===== src/rtl/imem_arbiter.sv =====
// Instruction-memory arbiter: shares one single-port BRAM between the fetch
// stage (read-only) and the program loader (read/write).  A boot FSM keeps
// fetch off until the loader signals completion.  In RUN, fetch has priority,
// and a starvation counter forces the loader in after STARVE_MAX consecutive
// fetch wins.  Read responses are steered back by a tag pipeline whose depth
// matches the BRAM read latency.
//
// state  | meaning
// -------+-------------------------------------------------------------
// S_BOOT | image being loaded; only the loader may access the BRAM
// S_RUN  | fetch enabled, fetch-priority arbitration with starve guard
module imem_arbiter #(
    parameter int ADDR_W     = 5,
    parameter int DATA_W     = 32,
    parameter int RD_LAT     = 1,
    parameter int STARVE_MAX = 4
) (
    input  logic              clk,
    input  logic              rst,
    input  logic              boot_done,
    output logic              running,
    input  logic              f_req,
    input  logic [ADDR_W-1:0] f_addr,
    output logic              f_gnt,
    output logic              f_rvalid,
    output logic [DATA_W-1:0] f_rdata,
    input  logic              l_req,
    input  logic              l_we,
    input  logic [ADDR_W-1:0] l_addr,
    input  logic [DATA_W-1:0] l_wdata,
    output logic              l_gnt,
    output logic              l_rvalid,
    output logic [DATA_W-1:0] l_rdata,
    output logic              mem_en,
    output logic              mem_we,
    output logic [ADDR_W-1:0] mem_addr,
    output logic [DATA_W-1:0] mem_wdata,
    input  logic [DATA_W-1:0] mem_rdata
);

    localparam int CNT_W = $clog2(STARVE_MAX + 1);
    localparam logic [CNT_W-1:0] STARVE_TOP = CNT_W'(STARVE_MAX);

    typedef enum logic {
        S_BOOT = 1'b0,
        S_RUN  = 1'b1
    } state_t;

    state_t state_q, state_d;
    logic [CNT_W-1:0]  starve_q, starve_d;
    logic [RD_LAT-1:0] tag_v_q;
    logic [RD_LAT-1:0] tag_o_q;   // owner: 0 = fetch, 1 = loader
    logic              push_v;

    // State and starve-counter registers.
    always_ff @(posedge clk or negedge rst) begin
        if (!rst) begin
            state_q  <= S_BOOT;
            starve_q <= '0;
        end else begin
            state_q  <= state_d;
            starve_q <= starve_d;
        end
    end

    // Next state, grants and starve-counter update.
    // Grants are additionally gated by rst so nothing reaches the BRAM while
    // reset is held, even though the FSM is already in BOOT.
    always_comb begin
        state_d  = state_q;
        starve_d = '0;
        f_gnt    = 1'b0;
        l_gnt    = 1'b0;
        case (state_q)
            S_BOOT: begin
                l_gnt = l_req;
                if (boot_done) state_d = S_RUN;
            end
            S_RUN: begin
                if (f_req && l_req) begin
                    if (starve_q == STARVE_TOP) l_gnt = 1'b1;
                    else                        f_gnt = 1'b1;
                end else begin
                    f_gnt = f_req;
                    l_gnt = l_req;
                end
                if (f_gnt && l_req)
                    starve_d = (starve_q == STARVE_TOP) ? starve_q : starve_q + 1'b1;
            end
            default: state_d = S_BOOT;
        endcase
        if (!rst) begin
            f_gnt = 1'b0;
            l_gnt = 1'b0;
        end
    end

    // BRAM port mux: granted requester drives the memory, otherwise all zero.
    always_comb begin
        mem_en    = 1'b0;
        mem_we    = 1'b0;
        mem_addr  = '0;
        mem_wdata = '0;
        if (f_gnt) begin
            mem_en   = 1'b1;
            mem_addr = f_addr;
        end else if (l_gnt) begin
            mem_en    = 1'b1;
            mem_we    = l_we;
            mem_addr  = l_addr;
            mem_wdata = l_wdata;
        end
    end

    assign push_v = f_gnt | (l_gnt & ~l_we);

    // Tag pipeline: one entry per cycle, aligned with the BRAM read latency.
    always_ff @(posedge clk or negedge rst) begin
        if (!rst) begin
            tag_v_q <= '0;
            tag_o_q <= '0;
        end else begin
            tag_v_q[0] <= push_v;
            tag_o_q[0] <= l_gnt;
            for (int i = 1; i < RD_LAT; i++) begin
                tag_v_q[i] <= tag_v_q[i-1];
                tag_o_q[i] <= tag_o_q[i-1];
            end
        end
    end

    assign running  = (state_q == S_RUN);
    assign f_rvalid = tag_v_q[RD_LAT-1] & ~tag_o_q[RD_LAT-1];
    assign l_rvalid = tag_v_q[RD_LAT-1] &  tag_o_q[RD_LAT-1];
    assign f_rdata  = mem_rdata;
    assign l_rdata  = mem_rdata;

endmodule


===== config.mk =====
export PLATFORM = sky130hd
export DESIGN_NAME = imem_arbiter
export DESIGN_NICKNAME = d
export VERILOG_FILES = /design/src/rtl/imem_arbiter.sv
export SDC_FILE = /design/constraint.sdc
export NUM_CORES = 1
export LEC_CHECK = 0
export CORE_UTILIZATION = 19
export CTS_CLUSTER_DIAMETER = 60
export DETAILED_ROUTE_END_ITERATION = 8
export PLACE_DENSITY = 0.84
export RECOVER_POWER = 25
export REMOVE_ABC_BUFFERS = 1
export SLEW_MARGIN = 20
export SYNTH_ARGS = -nofsm -noshare
export SYNTH_HDL_FRONTEND = slang
export SYNTH_SLANG_ARGS = --single-unit

===== constraint.sdc =====
create_clock -name clk -period 1.5 [get_ports clk]
set_input_delay 0.3 -clock clk [delete_from_list [all_inputs] [get_ports clk]]
set_output_delay 0.3 -clock clk [all_outputs]
set_load 0.01 [all_outputs]

==> results.sh <==
export IMPL_status="finished with violations"
export IMPL_ios=188
export IMPL_top_usage_layer="met2"
export IMPL_cts_sinks=6
export IMPL_initial_core_util=0.2028
export IMPL_syn_inst=135
export IMPL_grt_use_total=0.1906
export IMPL_slew_violations=0
export IMPL_cts_buffers=3
export IMPL_relSlewSlack=0.7646
export IMPL_hold_viol_final=0
export IMPL_layout_nets=271
export IMPL_worst_clock_skew_ps=4.351
export IMPL_insertion_delay_ps=230
export IMPL_fmax_ghz=0.5251
export IMPL_grt_util_met1=0.1960
export IMPL_crit_slowest_cell="dfrtp_1"
export IMPL_drv_cap=0
export IMPL_drt_initial_drc_count=42
export IMPL_end_kind="output port"
export IMPL_power_density_nw_per_um2=422.3
export IMPL_dieWidth_um=76.77
export IMPL_grt_pass1_vias=1137
export IMPL_route_final_wire_length_um=5936
export IMPL_row_count=26
export IMPL_grt_pass1_wl_um=8148
export IMPL_synth_top_area_frac=0.4523
export IMPL_cp_arrival_ps=1600
export IMPL_p_total_uw=787.9
export IMPL_coreArea_um2=5238
export IMPL_wire_per_inst_um=23.10
export IMPL_irDropWorstVdd_uv=152.0
export IMPL_min_path_type="reg -> reg"
export IMPL_fin_setup_tns_ps=-14780
export IMPL_grt_max_degree=11
export IMPL_antenna_left=0
export IMPL_area_growth_pct=75.62
export IMPL_start_kind="flop"
export IMPL_antennaDiodeCount=0
export IMPL_dr_pass1_iters=4
export IMPL_syn_area_um2=1062
export IMPL_worst_slew_pin_slew_ps=353.1
export IMPL_cp_max_fo=5
export IMPL_overflow=0
export IMPL_cp_cell_sequence="inv_2 > ha_4 > nand2_4 > a21oi_4 > buf_6 > clkbuf_16 > a22o_1 > buf_2"
export IMPL_p_leak_nw=0.9062
export IMPL_violations="setup timing"
export IMPL_place_hpwl_um=4519
export IMPL_layout_setup_ws_ps=-404.5
export IMPL_cts_tree="built"
export IMPL_vias=1086
export IMPL_io_buffer_count=91
export IMPL_clk_pin_slew_worst_paths_ps=40
export IMPL_rsz0062_at_grt="true"
export IMPL_synthTopCellsByArea="buf_4 (45%), and2_1 (20%), dfrtp_1 (14%)"
export IMPL_avgSynthCellArea_um2=7.869
export IMPL_gp_congestion=0.7334
export IMPL_die_y_um=76.77
export IMPL_yosysWarnings=0
export IMPL_routed_via_density=4.226
export IMPL_setup_viol=41
export IMPL_synth_seq_cells=6
export IMPL_period_share=1.270
export IMPL_fin_crit_ps=1905
export IMPL_required_ps=1200
export IMPL_cts_root_to_sink_buffers=2
export IMPL_die_area_um2=5894
export IMPL_use_met2=0.2688
export IMPL_drive_above_1_share=0.4920
export IMPL_grtUsageMet3=0.1786
export IMPL_root_buffer="clkbuf_8"
export IMPL_path_class="reg -> out"
export IMPL_max_stage_delay_ps=390
export IMPL_htree_levels=1
export IMPL_synth_cell_types=22
export IMPL_seq_area_frac_synth=0.1413
export IMPL_drc=0
export IMPL_grt_antenna_before_repair=0
export IMPL_yosysTopAreaCell="buf_4"
metal layers:
metal	routed length, um	share of wire
met1	2074	0.35
met2	2619	0.44
met3	1126	0.19
met4	70	0.012
met5	46	0.0077
logic make-up after synthesis:
| group | after synthesis | share of synthesized area |
|---|---|---|
| multiplexers | 1 | 0.009423 |
| adder cells (fa/ha/maj) | 2 | 0.02355 |
| AO/OA/AOI/OAI | 8 | 0.06361 |
| AND/OR/NAND/NOR | 46 | 0.2639 |
| buffers and inverters | 72 | 0.4982 |
| flip-flops | 6 | 0.1413 |
final timing paths:
check	from	endpoint	slack [ps]	depth (start not counted)
worst min-delay path	starve_q[0]	starve_q[0]	560	2
worst max-delay path	starve_q[0]	mem_addr[1]	-400	8
worst min register to register	starve_q[0]	starve_q[0]	560	2
min in group asynchronous	rst	starve_q[1]	600	5
max in group asynchronous	rst	tag_o_q	640	5
worst max register to register	starve_q[0]	tag_v_q	120	7
power breakdown:
part,internal [mW],switching (mW),total [mW],leakage [nW]
Clock,0.173,0.0737,0.246,0.0216
Combinational,0.247,0.122,0.369,0.809
Sequential,0.169,0.00400,0.173,0.0753
layout by cell type, fill, tap and decap left out:
cell type        count
a22o_1               5
buf_6               21
nor2_1               2
and4_1               1
a21oi_4              1
and2_4              15
o21a_1               1
dlygate4sd2_1        6
clkdlybuf4s50_1     44
inv_2                2
or2_2                1
nor2b_1              1
mux2i_1              1
buf_16               3
and3_4               1
clkbuf_1             2
clkbuf_8             3
nand2_4              1
buf_12               1
buf_4               12
a21o_1               1
buf_2               25
ha_1                 1
clkbuf_16            2
inv_1                1
nor3b_1              1
dfrtp_1              6
nand2_1              2
and2_1              20
nand3_2              1
clkbuf_4             2
ha_4                 1
metrics by stage:
| stage | util | hold slack (ps) | area [um^2] | instances | setup WS [ps] |
|---|---|---|---|---|---|
| floorplan | - | 4.409 | 544.3 | 66 | -501.7 |
| global placement | 0.3113 | 507.5 | 1630 | 237 | -859.8 |
| detailed placement | 0.3113 | 538.6 | 1630 | 237 | -831.2 |
| CTS | 0.3218 | 384.7 | 1685 | 253 | -389.5 |
| global route | 0.3562 | 588.2 | 1866 | 257 | -451.8 |
| finish | 0.3562 | 564.0 | 1866 | 257 | -404.5 |
cell usage after synthesis:
library cell and count:
buf_4 64, and2_1 34, dfrtp_1 6, a22o_1 5, inv_1 3, nand2_1 3, buf_2 2, buf_6 2
ha_1 2, nor2_1 2, a21o_1 1, a21oi_2 1, and2_4 1, and3_1 1, and4_1 1, clkbuf_2 1
mux2i_1 1, nand3_1 1, nor2b_1 1, nor3b_1 1, o21a_1 1, or2_2 1
final cells by class:
type	instances	area (um^2)
fill	545	3372
multi-input combinational	57	455.4
timing repair buffer	118	1120
inverter	3	11.26
clock buffer	3	41.29
sequential	6	150.1
tap	70	87.58
registers in the layout (all words and copies together), names as in the netlist:
signal,cells
tag_o_q,1
tag_v_q,1
running,1
starve_q,3
critical path, delay by kind of cell (launching register included):
kind | cells | cell delay (ps)
compound gates | 2 | 280
simple gates | 1 | 60
buf+inv | 4 | 500
fa+ha+maj | 1 | 150
flops | 1 | 390
what timing repair did:
action	in CTS	in global routing
buffers inserted	10	2
gates cloned	3	2
resized for setup	191	30
endpoints found under the setup margin	44	40
hold buffers	0	0
pin swaps	5	18
Power figures use the tool's default switching activity.
